### src/rtl/sccb_slave_responder_if.sv
// sccb_slave_responder_if: SCCB bus pins plus the register-file port of the responder.
interface sccb_slave_responder_if;
  logic       scl;
  logic       sda_in;
  logic       sda_oe;
  logic       reg_we;
  logic [7:0] reg_addr;
  logic [7:0] reg_wdata;
  logic [7:0] reg_rdata;
  logic       busy;
  logic       nack_err;
  modport slave (input scl, sda_in, reg_rdata,
                 output sda_oe, reg_we, reg_addr, reg_wdata, busy, nack_err);
  modport master (output scl, sda_in, reg_rdata,
                  input sda_oe, reg_we, reg_addr, reg_wdata, busy, nack_err);
endinterface

### src/rtl/sccb_slave_responder.sv
// sccb_slave_responder: SCCB/I2C target that ACKs writes into a register file and serves reads.
module sccb_slave_responder #(
  parameter logic [6:0] DEV_ADDR    = 7'h21,
  parameter int         SYNC_STAGES = 2
) (
  input  logic                  i_clk,
  input  logic                  i_rst,
  sccb_slave_responder_if.slave bus
);
  typedef enum logic [3:0] {IDLE, DEV, ACK_DEV, SUB, ACK_SUB, WDAT, ACK_W, RDAT, MACK, WAIT_STOP} state_t;
  state_t r_state, w_state_n;
  logic [SYNC_STAGES-1:0] r_scl_s, r_sda_s;
  logic r_scl_d, r_sda_d;
  logic w_scl, w_sda, w_rise, w_fall, w_start, w_stop, w_last;
  logic [7:0] w_byte, r_addr, r_wdata;
  logic [6:0] r_shift;
  logic [2:0] r_bit;
  logic r_oe, r_we, r_nack_err, r_rw, r_mack, r_rd_nack;
  assign w_scl   = r_scl_s[SYNC_STAGES-1];
  assign w_sda   = r_sda_s[SYNC_STAGES-1];
  assign w_rise  = w_scl & ~r_scl_d;
  assign w_fall  = ~w_scl & r_scl_d;
  assign w_start = w_scl & r_scl_d & r_sda_d & ~w_sda;
  assign w_stop  = w_scl & r_scl_d & ~r_sda_d & w_sda;
  assign w_byte  = {r_shift, w_sda};
  assign w_last  = r_bit == 3'd7;
  // Synchronisers reset to the idle-high bus level so release of reset creates no START.
  always_ff @(posedge i_clk or posedge i_rst) begin
    if (i_rst) begin
      r_scl_s <= '1;
      r_sda_s <= '1;
      r_scl_d <= 1'b1;
      r_sda_d <= 1'b1;
      r_state <= IDLE;
    end else begin
      r_scl_s <= {r_scl_s[SYNC_STAGES-2:0], bus.scl};
      r_sda_s <= {r_sda_s[SYNC_STAGES-2:0], bus.sda_in};
      r_scl_d <= w_scl;
      r_sda_d <= w_sda;
      r_state <= w_state_n;
    end
  end
  always_comb begin
    w_state_n = r_state;
    if (w_stop) w_state_n = IDLE;
    else if (w_start) w_state_n = DEV;
    else
      case (r_state)
        DEV:     if (w_rise && w_last) w_state_n = (w_byte[7:1] == DEV_ADDR) ? ACK_DEV : WAIT_STOP;
        SUB:     if (w_rise && w_last) w_state_n = ACK_SUB;
        WDAT:    if (w_rise && w_last) w_state_n = ACK_W;
        ACK_DEV: if (w_fall && r_oe) w_state_n = r_rw ? RDAT : SUB;
        ACK_SUB, ACK_W: if (w_fall && r_oe) w_state_n = WDAT;
        RDAT:    if (w_rise && w_last) w_state_n = MACK;
        MACK:    w_state_n = (w_rise && w_sda) ? WAIT_STOP : (w_fall && r_mack) ? RDAT : MACK;
        default: w_state_n = r_state;
      endcase
  end
  // In ACK states r_oe doubles as the phase flag: first SCL fall drives, second releases.
  always_ff @(posedge i_clk or posedge i_rst) begin
    if (i_rst) begin
      r_oe       <= 1'b0;
      r_we       <= 1'b0;
      r_nack_err <= 1'b0;
      r_addr     <= '0;
      r_wdata    <= '0;
      r_shift    <= '0;
      r_bit      <= '0;
      r_rw       <= 1'b0;
      r_mack     <= 1'b0;
      r_rd_nack  <= 1'b0;
    end else begin
      r_we       <= 1'b0;
      r_nack_err <= 1'b0;
      if (w_stop) begin
        r_oe      <= 1'b0;
        r_bit     <= '0;
        r_mack    <= 1'b0;
        r_rd_nack <= 1'b0;
      end else if (w_start) begin
        r_bit      <= '0;
        r_mack     <= 1'b0;
        r_rd_nack  <= 1'b0;
        r_nack_err <= r_rd_nack;
      end else
        case (r_state)
          DEV, SUB, WDAT: begin
            if (w_rise) begin
              r_shift <= w_byte[6:0];
              r_bit   <= r_bit + 3'd1;
              if (w_last && r_state == DEV) r_rw <= w_byte[0];
              if (w_last && r_state == SUB) r_addr <= w_byte;
              if (w_last && r_state == WDAT) begin
                r_we    <= 1'b1;
                r_wdata <= w_byte;
              end
            end
            if (w_fall) r_oe <= 1'b0;
          end
          ACK_DEV, ACK_SUB, ACK_W: if (w_fall) begin
            r_oe <= ~r_oe;
            if (!r_oe && r_state == ACK_W) r_addr <= r_addr + 8'd1;
            if (r_oe && r_state == ACK_DEV && r_rw) begin
              r_shift <= bus.reg_rdata[6:0];
              r_oe    <= ~bus.reg_rdata[7];
            end
          end
          RDAT: begin
            if (w_rise) begin
              r_bit <= r_bit + 3'd1;
              if (w_last) r_addr <= r_addr + 8'd1;
            end
            if (w_fall) begin
              r_shift <= {r_shift[5:0], 1'b0};
              r_oe    <= ~r_shift[6];
            end
          end
          MACK: begin
            if (w_rise) begin
              r_rd_nack <= w_sda;
              r_mack    <= ~w_sda;
            end
            if (w_fall) begin
              r_mack  <= 1'b0;
              r_shift <= bus.reg_rdata[6:0];
              r_oe    <= r_mack & ~bus.reg_rdata[7];
            end
          end
          default: if (w_fall) r_oe <= 1'b0;
        endcase
    end
  end
  assign bus.sda_oe    = r_oe;
  assign bus.reg_we    = r_we;
  assign bus.reg_addr  = r_addr;
  assign bus.reg_wdata = r_wdata;
  assign bus.busy      = r_state != IDLE;
  assign bus.nack_err  = r_nack_err;
endmodule
### src/flat_wrapper.sv
// flat-port wrapper written by rule: the top's interface ports become plain ports
module sccb_slave_responder_flat 
#(
  parameter logic [6:0] DEV_ADDR    = 7'h21,
  parameter int         SYNC_STAGES = 2
)
  (i_clk, i_rst, bus_scl, bus_sda_in, bus_reg_rdata, bus_sda_oe, bus_reg_we, bus_reg_addr, bus_reg_wdata, bus_busy, bus_nack_err);
  sccb_slave_responder_if bus_i ();
  input  logic i_clk;
  input  logic i_rst;
  input wire logic [$bits(bus_i.scl)-1:0] bus_scl;
  input wire logic [$bits(bus_i.sda_in)-1:0] bus_sda_in;
  input wire logic [$bits(bus_i.reg_rdata)-1:0] bus_reg_rdata;
  output wire logic [$bits(bus_i.sda_oe)-1:0] bus_sda_oe;
  output wire logic [$bits(bus_i.reg_we)-1:0] bus_reg_we;
  output wire logic [$bits(bus_i.reg_addr)-1:0] bus_reg_addr;
  output wire logic [$bits(bus_i.reg_wdata)-1:0] bus_reg_wdata;
  output wire logic [$bits(bus_i.busy)-1:0] bus_busy;
  output wire logic [$bits(bus_i.nack_err)-1:0] bus_nack_err;
  assign bus_i.scl = bus_scl;
  assign bus_i.sda_in = bus_sda_in;
  assign bus_i.reg_rdata = bus_reg_rdata;
  assign bus_sda_oe = bus_i.sda_oe;
  assign bus_reg_we = bus_i.reg_we;
  assign bus_reg_addr = bus_i.reg_addr;
  assign bus_reg_wdata = bus_i.reg_wdata;
  assign bus_busy = bus_i.busy;
  assign bus_nack_err = bus_i.nack_err;
  sccb_slave_responder #(.DEV_ADDR(DEV_ADDR), .SYNC_STAGES(SYNC_STAGES)) u_core (.i_clk(i_clk), .i_rst(i_rst), .bus(bus_i));
endmodule
### config.mk
export PLATFORM = sky130hd
export DESIGN_NAME = sccb_slave_responder_flat
export DESIGN_NICKNAME = d
export VERILOG_FILES = /design/src/rtl/sccb_slave_responder_if.sv /design/src/rtl/sccb_slave_responder.sv /design/src/flat_wrapper.sv
export SDC_FILE = /design/constraint.sdc
export NUM_CORES = 1
export LEC_CHECK = 0
export CAP_MARGIN = 10
export CORE_MARGIN = 3
export CORE_UTILIZATION = 35
export CTS_CLUSTER_SIZE = 25
export DETAILED_ROUTE_END_ITERATION = 7
export HOLD_SLACK_MARGIN = 0.1
export PLACE_DENSITY_LB_ADDON = 0.08
export SETUP_SLACK_MARGIN = 0.3
export SLEW_MARGIN = 20
export SYNTH_ARGS = -nofsm -noshare
export SYNTH_HDL_FRONTEND = slang
export SYNTH_SLANG_ARGS = --single-unit
### constraint.sdc
create_clock -name i_clk -period 3.5 [get_ports i_clk]
set_clock_uncertainty 0.05 [all_clocks]
set_input_delay 0.875 -clock i_clk [delete_from_list [all_inputs] [get_ports i_clk]]
set_output_delay 0.875 -clock i_clk [all_outputs]
set_load 0.05 [all_outputs]
# Word-level counts from Yosys, hierarchy flattened
# Index checks and enable logic that the tools add are counted.
[totals]
ff_bits = 42
out_inout_bits = 20
[op_classes]
n_eq_ne = 26
reduce_logical = 33
addsub = 2
n_mux = 54
bitwise_logic = 17
[op_table]
columns = ["operator", "count"]
rows = [
  ["$mux W8", 6],
  ["$mux W4", 11],
  ["$mux W7", 5],
  ["$pmux W4 S7", 1],
  ["$pmux W7 S4", 1],
  ["$ne A4 B1 Y1 const B", 6],
  ["$pmux W8 S3", 1],
  ["$mux W1", 23],
  ["$ne A2 B1 Y1 const B", 9],
  ["$eq A4 B3 Y1 const B", 4],
  ["$mux W3", 5],
  ["$reduce_bool A3 Y1", 4],
  ["$reduce_bool A4 Y1", 3],
  ["$logic_and A1 B1 Y1", 10],
  ["$reduce_and A5 Y1", 2],
  ["$not A1 Y1", 9],
  ["$reduce_and A9 Y1", 1],
  ["$reduce_bool A9 Y1", 1],
  ["$add A8 B1 Y8 const B", 1],
  ["$and A1 B1 Y1", 8],
  ["$eq A4 B2 Y1 const B", 2],
  ["$reduce_and A2 Y1", 4],
  ["$reduce_and A8 Y1", 1],
  ["$eq A7 B6 Y1 const B", 1],
  ["other kinds (12)", 13],
]

# Depth between registers and ports, before layout
# Gate-level depths: netlist of the first run.
[depth]
ltp_word = 8
ltp_mapped = 8

# Worst setup path after synthesis of the first run
# OpenSTA, ideal clock, no wires.
[synth_path]
kind = "register to output"
from = "register u_core.r_state[1]"
to = "output bus_busy"
path_stages_with_launch = 4
arrival_time_ns = 1.502
n_path_buf = 2
slack_ns = 1.073
cell_sequence = "dfrtp_1 -> buf_2 -> clkbuf_1 -> or4_1"
[synth_between]
elab_chain_len = 1
[synth_lines]
columns = ["element", "line_no", "text"]
rows = [
  ["start, declared", "sccb_slave_responder.sv:11", "state_t r_state, w_state_n;"],
  ["start signal, assigned", "sccb_slave_responder.sv:40", "r_state <= w_state_n;"],
  ["$reduce_bool A4 Y1", "sccb_slave_responder.sv:137", "assign bus.busy = r_state != IDLE;"],
  ["end, declared", "flat_wrapper.sv:18", "output wire logic [$bits(bus_i.busy)-1:0] bus_busy;"],
]
# No other way between the ends.

# Worst setup path after layout of the first run
# Same ends and word-level chain as after synthesis.

==> flow_summary.ini, run 1 <==
[status]
outcome = completed

[sta]
relSlewSlack_pct = 43.5
worstMarginPinSlew_ns = 0.843
period_needed_ns = 2.82
drv_slew = 0
setup-tns-final_ns = 0
rsz0062_at_grt = false
max_freq_mhz = 354
setup_violations = 0
hold_violations = 0
fin_crit_sh_pct = 80.7

[floorplan]
die_area_mm2 = 0.00814
floorplan.initialDensity_pct = 36.3
die_h_um = 90.2
die_w_um = 90.2
coreArea_mm2 = 0.00683
num_io_pins = 32
rows = 30

[setup_path]
worst-path-buf-inv = 1
startpoint_type = flip-flop
critPathMaxFanout = 2
crit_family = buffers and inverters
required_ns = 2.57
path_class = flip-flop to output pin
cpPeakStageDelay_ns = 0.71
path_cells = or4_1 > clkdlybuf4s50_1
crit_arrival_ns = 1.90
cpMaxStageDelayCell = clkdlybuf4s50_1
cp-end-kind = output pin

[yosys]
synthTopCellsByArea = dfrtp_1 (36%), mux2_2 (10%), dfstp_2 (6.4%), mux2i_1 (3.2%), ha_1 (3.0%)
netlist_area_mm2 = 0.00248
synth_cell_types = 63
synth_ff_type = dfrtp_1
async_reset_ff_share_pct = 100
yosysTopAreaCell = dfrtp_1
yosys_warnings = 0
yosys_register_bits = 42
synth_most_common_cell = dfrtp_1
synth_top_area_share_pct = 36.3
synth_common_cells = dfrtp_1 (36), mux2_2 (22), nand2_1 (16)
synth_nets = 254
synth_edf_count = 0
ys_seq_area_share_pct = 42.7
syn_area_per_cell_um2 = 10.5
synth_cells = 236

[route]
drtAntennaViolNets = 0
wl_per_cell_um = 16.2
drc_errors = 0
vias = 1941
firstDrtPassIters = 4
drt_wl_total_mm = 5.93
drtIter0Drc = 87
vias_per_cell = 5.32

[power]
ir_drop_mv = 0.216
p_sw_uw = 673
combPwrFrac_pct = 38.2
clkPwrFrac_pct = 19.2
seq_power_share_pct = 42.6
switching_share_pct = 39.8
p_per_area_mw_per_mm2 = 564
leakagePower_nw = 1.22
p_int_mw = 1.02

[global_route]
grt_pass1_vias = 1925
grt_pass1_wl_mm = 10.1
grt_max_degree = 24
grt.total_usage_pct = 15.3
grt.overflow.total = 0
antenna_found_initial = 0

[placement]
placed_cell_area_mm2 = 0.00291
place_congestion = 0.831
port_buffers = 31
place_hpwl_mm = 4.30

[clocking]
clk_latency_ns = 0.30
cts.sinks = 42
cts_buffers = 5
cts_setup_buffers = 0
post_cts_resized = 0
cts_hold_buf = 0
cts_htree_levels = 2
clock_path_buffers = 2
clk_pin_slew_ns = 0.08
clockRootBuffer = clkbuf_8
cts_tree = done

[finish]
num-nets-final = 286
multi_input_area_mm2 = 0.00132
diodes = 0
areaGrowthSynthToFinish_pct = 20.9
final_area_mm2 = 0.00300
drive_above_1_share_pct = 19.3
regArea_mm2 = 0.00106
fill_cells = 690

[worst_hold_path]
hold_path_class = flip-flop to flip-flop

[job]
cap_violations = 0
==> cell usage in the layout, fill, tap and decap left out, types with 6 or more instances in the layout <==
cell type,n
dfrtp_1,36
clkdlybuf4s50_1,31
mux2_2,22
nand2_1,16
inv_1,12
a21oi_1,10
nor2_1,9
mux2i_1,8
nand3_1,7
nand2b_1,6
o21ai_0,6
o211ai_1,6
ha_1,6
dfstp_2,6
==> cells by family after synthesis <==
logic type | count (synthesis) | synth area share, %
and+or+nand+nor | 66 | 16.0
xor gates and xnor gates | 2 | 1.01
DFF | 42 | 42.7
adders and majority gates | 6 | 3.03
AOI/OAI and AO/OA | 65 | 19.9
muxes | 30 | 13.2
buffers and inverters | 25 | 4.19
==> worst paths after layout <==
path                                    from                 endpoint  slack, ns  depth (start not counted)
max                        u_core.r_state[1]                 bus_busy       0.68                          2
min                        u_core.r_sda_s[0]        u_core.r_sda_s[1]       0.31                          0
min in group asynchronous              i_rst  u_core.bus.reg_wdata[2]       0.89                          2
min reg2reg                u_core.r_sda_s[0]        u_core.r_sda_s[1]       0.31                          0
max reg2reg                u_core.r_scl_s[1]   u_core.bus.reg_addr[0]       1.10                          6
max in group asynchronous              i_rst              u_core.r_rw       1.97                          3
==> area by class of cell <==
cell class,count,area share (%)
clock buffers,6,2.42
clock inverters,2,0.459
inverters,13,1.63
multi-input cells,169,44.0
flip-flops and latches,42,35.3
well taps,96,4.00
repair buffers,37,12.3
==> flip-flops by register name, summed over array words and instances (netlist names), 2 cells and up <==
signal	cells
u_core.r_shift	7
u_core.r_bit	3
u_core.r_state	4
u_core.r_sda_s	2
u_core.bus.reg_addr	8
u_core.r_scl_s	2
u_core.bus.reg_wdata	8
==> per-stage QoR <==
step,cells,util [%],hold slack [ns],power [mW],worst slack [ns]
after floorplan,236,-,0.295,1.18,1.07
after global placement,357,42.7,0.299,1.38,1.01
after detailed placement,357,42.7,0.300,1.38,0.999
after CTS,365,43.9,0.313,1.71,0.671
after global routing,365,43.9,0.321,1.79,0.632
final,365,43.9,0.311,1.69,0.677
==> power groups by stage <==
stage	clock network [mW]	logic, mW	registers [mW]
3_3_place_gp	0	0.647	0.731
3_5_place_dp	0	0.653	0.730
6_report	0.324	0.646	0.720
2_1_floorplan	0	0.373	0.804
4_1_cts	0.334	0.654	0.720
5_1_grt	0.352	0.700	0.742
==> routing by layer <==
layer / global-route usage, % / share of wire, % / vias to the layer above
met5: 0 / 0 / -
met4: 4.85 / 1.1 / 0
met3: 2.76 / 3.2 / 6
met2: 22.0 / 45 / 31
li1: - / - / 953
met1: 23.0 / 51 / 951
No activity file was read; power rests on OpenSTA's default activity.
==> run 2: changes to the inputs <==
- clock period: 3.5 -> 2.8 ns (I/O delays scaled with it)
==> run 2 against run 1 <==
Against the previous run:
- sequential share of layout area about the same
- clock power up 21%
- flip-flop and latch count unchanged
- first-iteration DRC count up 120%
- largest power group unchanged
- setup slack worse by 0.25 ns
- largest cell class unchanged
==> flow_summary.ini, run 2 (synthesis results as in run 1) <==
[setup_path]
crit_arrival_ns = 1.62
cpPeakStageDelay_ns = 0.85
startpoint_type = flip-flop
path_cells = clkdlybuf4s50_1
worst-path-buf-inv = 1
cp-end-kind = output pin
path_class = flip-flop to output pin
cpMaxStageDelayCell = clkdlybuf4s50_1
critPathMaxFanout = 6
r2r_slack_ns = 0.43
crit_family = buffers and inverters
required_ns = 2.05

[route]
drc_errors = 0
wl_per_cell_um = 16.3
drtAntennaViolNets = 0
firstDrtPassIters = 4
drtIter0Drc = 190
drt_wl_total_mm = 5.98
vias_per_cell = 5.39
vias = 1978

[global_route]
antenna_found_initial = 0
grt_max_degree = 43
grt_pass1_wl_mm = 10.6
grt.overflow.total = 0
grt_pass1_vias = 1995
grt.total_usage_pct = 15.9

[sta]
hold_violations = 0
period_needed_ns = 2.37
setup_violations = 0
relSlewSlack_pct = 53.6
rsz0062_at_grt = false
fin_crit_sh_pct = 84.7
setup-tns-final_ns = 0
drv_slew = 0
worstMarginPinSlew_ns = 0.689
max_freq_mhz = 422

[job]
cap_violations = 0

[finish]
final_common_cell = dfrtp_1
regArea_mm2 = 0.00106
multi_input_area_mm2 = 0.00132
drive_above_1_share_pct = 20.7
diodes = 0
num-nets-final = 288
fill_cells = 694
mostFrequentLayoutCells = dfrtp_1 (36), clkdlybuf4s50_1 (30), mux2_2 (22), nand2_1 (16), inv_1 (12)
areaGrowthSynthToFinish_pct = 21.0

[clocking]
clk_latency_ns = 0.30
clock_path_buffers = 2
cts_buffers = 5
cts_tree = done
cts_htree_levels = 2
clk_pin_slew_ns = 0.08
clockRootBuffer = clkbuf_8
cts_hold_buf = 0
cts.sinks = 42

[floorplan]
rows = 30
die_area_mm2 = 0.00814
die_w_um = 90.2
die_h_um = 90.2
num_io_pins = 32
coreArea_mm2 = 0.00683
floorplan.initialDensity_pct = 36.3

[power]
finalPower_mw = 2.10
ir_drop_mv = 0.337
p_per_area_mw_per_mm2 = 699
leakagePower_nw = 1.23

[placement]
port_buffers = 31
place_hpwl_mm = 4.25
place_congestion = 0.826

[worst_hold_path]
hold_path_class = flip-flop to flip-flop

[status]
outcome = completed
[run 2: metrics by stage]
| step | setup WS (ns) | instance area [um^2] | hold slack (ns) | cells | utilization [%] |
|---|---|---|---|---|---|
| after floorplan | 0.548 | 2480 | 0.295 | 236 | - |
| after global placement | 0.472 | 2910 | 0.301 | 359 | 42.7 |
| after detailed placement | 0.400 | 2910 | 0.298 | 359 | 42.7 |
| after CTS | 0.377 | 3000 | 0.315 | 367 | 43.9 |
| after global routing | 0.325 | 3000 | 0.319 | 367 | 44.0 |
| final | 0.429 | 3000 | 0.311 | 367 | 44.0 |
[run 2: worst register-to-register path: stages (launching register included)]
cell and delay [ns]:
dfstp_2 0.56, inv_1 0.04, ha_1 0.33, and4b_1 0.26
o221ai_1 0.47, nor2_2 0.20, a311o_1 0.35
[run 2: power by group]
group	switching [mW]	internal [mW]	leakage, nW	total [mW]
Clock	0.214	0.176	0.0452	0.391
Sequential	0.182	0.736	0.543	0.918
Combinational	0.431	0.359	0.638	0.790
Total	0.828	1.27	1.23	2.10
[run 2: cell type report]
type | count | area share, %
Inverter | 13 | 1.62
Sequential cell | 42 | 35.3
Timing Repair Buffer | 39 | 12.3
Tap cell | 96 | 4.00
Clock buffer | 6 | 2.42
Clock inverter | 2 | 0.458
Multi-Input combinational cell | 169 | 44.0
[run 2: final timing paths]
| path | startpoint | end | cells after the start |
|---|---|---|---|
| setup / recovery | u_core.bus.sda_oe | bus_sda_oe | 1 |
| hold / removal | u_core.r_scl_s[0] | u_core.r_scl_s[1] | 0 |
| setup reg to reg | u_core.r_scl_s[1] | u_core.bus.reg_addr[0] | 6 |
| hold reg to reg | u_core.r_scl_s[0] | u_core.r_scl_s[1] | 0 |
| max in group asynchronous | i_rst | u_core.r_state[2] | 3 |
| min in group asynchronous | i_rst | u_core.bus.reg_wdata[4] | 3 |
[run 2: repair_timing]
| action | CTS | global route |
|---|---|---|
| resized for setup | 0 | 1 |
| setup endpoints to repair | 0 | 14 |
| setup buffers | 0 | 0 |
[run 2: routing by layer]
metal  vias up  track usage [%]  routed length, um
li1        961                -                  -
met1       963             23.3               2870
met2        48             23.7               2760
met3         6             3.01                273
met4         0             4.97                 72
met5         -                0                  0
==> run 3: changes to the inputs <==
- clock period: 2.8 -> 2.35 ns (I/O delays scaled with it)
==> run 3 against run 2 <==
Against the previous run:
- register-to-register slack got worse by 0.12 ns
- combinational power is 35% higher
- final area up 9.9%
- total power grew 25%
- clock power increased by 19%
- sequential power grew 18%
- flip-flop and latch count is the same
- global-route usage is 0.12 points lower
- highest routed layer unchanged
- setup slack lost 0.29 ns
- critical path depth increased by 2
==> flow_summary.ini, run 3 (synthesis results as in run 1) <==
[status]
outcome = completed

[sta]
setup_ws_ns = 0.143
setup_violations = 0
drv_slew = 0
period_needed_ns = 2.21
worstMarginPinSlew_ns = 0.603
max_freq_mhz = 453
rsz0062_at_grt = true
hold_violations = 0
setup-tns-final_ns = 0
relSlewSlack_pct = 58.7
fin_crit_sh_pct = 93.9

[clocking]
cts_htree_levels = 2
clk_pin_slew_ns = 0.08
cts_buffers = 5
cts.sinks = 42
clk_latency_ns = 0.30
cts_tree = done
clockRootBuffer = clkbuf_8
clock_path_buffers = 2

[finish]
drive_above_1_share_pct = 31.0
areaGrowthSynthToFinish_pct = 33.0
fill_cells = 667
num-nets-final = 311
mostFrequentLayoutCells = dfrtp_1 (33), buf_4 (25), mux2_2 (22), dlygate4sd2_1 (19), nand2_1 (16)
diodes = 0
final_common_cell = dfrtp_1

[placement]
pre_cts_ws_ns = 0.150
place_hpwl_mm = 4.33
place_congestion = 0.834
port_buffers = 31

[setup_path]
crit_arrival_ns = 1.57
path_class = flip-flop to output pin
startpoint_type = flip-flop
required_ns = 1.71
cp-end-kind = output pin
critPathMaxFanout = 5

[route]
drtAntennaViolNets = 0
vias = 2087
firstDrtPassIters = 4
drc_errors = 0
drtIter0Drc = 124
wl_per_cell_um = 16.7
vias_per_cell = 5.35
drt_wl_total_mm = 6.52

[power]
leakagePower_nw = 1.47
switching_share_pct = 39.6
seq_power_share_pct = 41.3
ir_drop_mv = 0.346
p_sw_mw = 1.03
p_per_area_mw_per_mm2 = 792
combPwrFrac_pct = 40.8
p_int_mw = 1.58
clkPwrFrac_pct = 17.8

[floorplan]
floorplan.initialDensity_pct = 36.3
rows = 30
num_io_pins = 32
die_area_mm2 = 0.00814
die_w_um = 90.2
die_h_um = 90.2
coreArea_mm2 = 0.00683

[global_route]
grt.total_usage_pct = 15.8
grt_max_degree = 43
antenna_found_initial = 0
grt.overflow.total = 0
grt_pass1_vias = 1995
grt_pass1_wl_mm = 10.4

[worst_hold_path]
hold_path_class = flip-flop to flip-flop

[job]
cap_violations = 0
run 3: cell types whose count changed in the layout (fill, tap and decap cells not counted), sizes merged:
cell / delta
buf: +21
clkdlybuf4s50: -19
clkbuf: +2
dlygate4sd2: +19
run 3: metrics by stage:
step	area (um^2)	cells	hold slack [ns]	util, %	power, mW
floorplan	2480	236	0.295	-	1.76
global placement	3010	369	0.304	44.0	2.10
detailed placement	3010	369	0.297	44.0	2.11
CTS	3120	379	0.309	45.7	2.56
global route	3300	390	0.317	48.3	2.76
finish	3300	390	0.307	48.3	2.62
run 3: critical path: stages (launching register included):
cell     delay, ns
dfrtp_2       0.43
buf_8         0.13
or4_4         0.54
buf_8         0.17
run 3: power groups by stage:
stage	Clock, mW	Combinational, mW	Sequential, mW
floorplan	0	0.562	1.20
detailed placement	0	1.02	1.09
global route	0.505	1.14	1.11
finish	0.466	1.07	1.08
CTS	0.476	1.01	1.07
global placement	0	1.01	1.09
run 3: repair_timing:
| action | CTS | global route |
|---|---|---|
| resized for setup | 26 | 16 |
| pin swaps | 2 | 0 |
| setup buffers | 2 | 9 |
| gates cloned | 0 | 2 |
| hold buffers | 0 | 0 |
| hold endpoints to repair | 0 | 0 |
| setup endpoints to repair | 38 | 26 |
run 3: path summary, 6_finish.rpt:
path                                    from                       to  slack, ns  depth (start not counted)
setup / recovery           u_core.r_state[1]                 bus_busy       0.14                          3
hold / removal             u_core.r_sda_s[0]        u_core.r_sda_s[1]       0.31                          0
setup reg to reg           u_core.r_state[1]        u_core.r_shift[4]       0.31                          4
hold reg to reg            u_core.r_sda_s[0]        u_core.r_sda_s[1]       0.31                          0
max in group asynchronous              i_rst        u_core.r_scl_s[0]       1.42                          3
min in group asynchronous              i_rst  u_core.bus.reg_wdata[2]       0.56                          3
run 3: final cells by class:
class                      instances  area, um^2  area share [%]
sequential                        42        1060            32.2
timing repair buffer              62         604            18.3
multi-input combinational        169        1380            41.9
inverter                          13        48.8            1.48
clock buffer                       6        72.6            2.20
tap                               96         120            3.64
clock inverter                     2        10.0           0.303
run 3: metal layers:
metal  GRT usage [%]  up-vias  wire length (um)
li1                -     1005                 -
met4            4.46        0                76
met1            22.3     1022              3110
met3            2.85        7               243
met5               0        -                 0
met2            24.8       53              3090
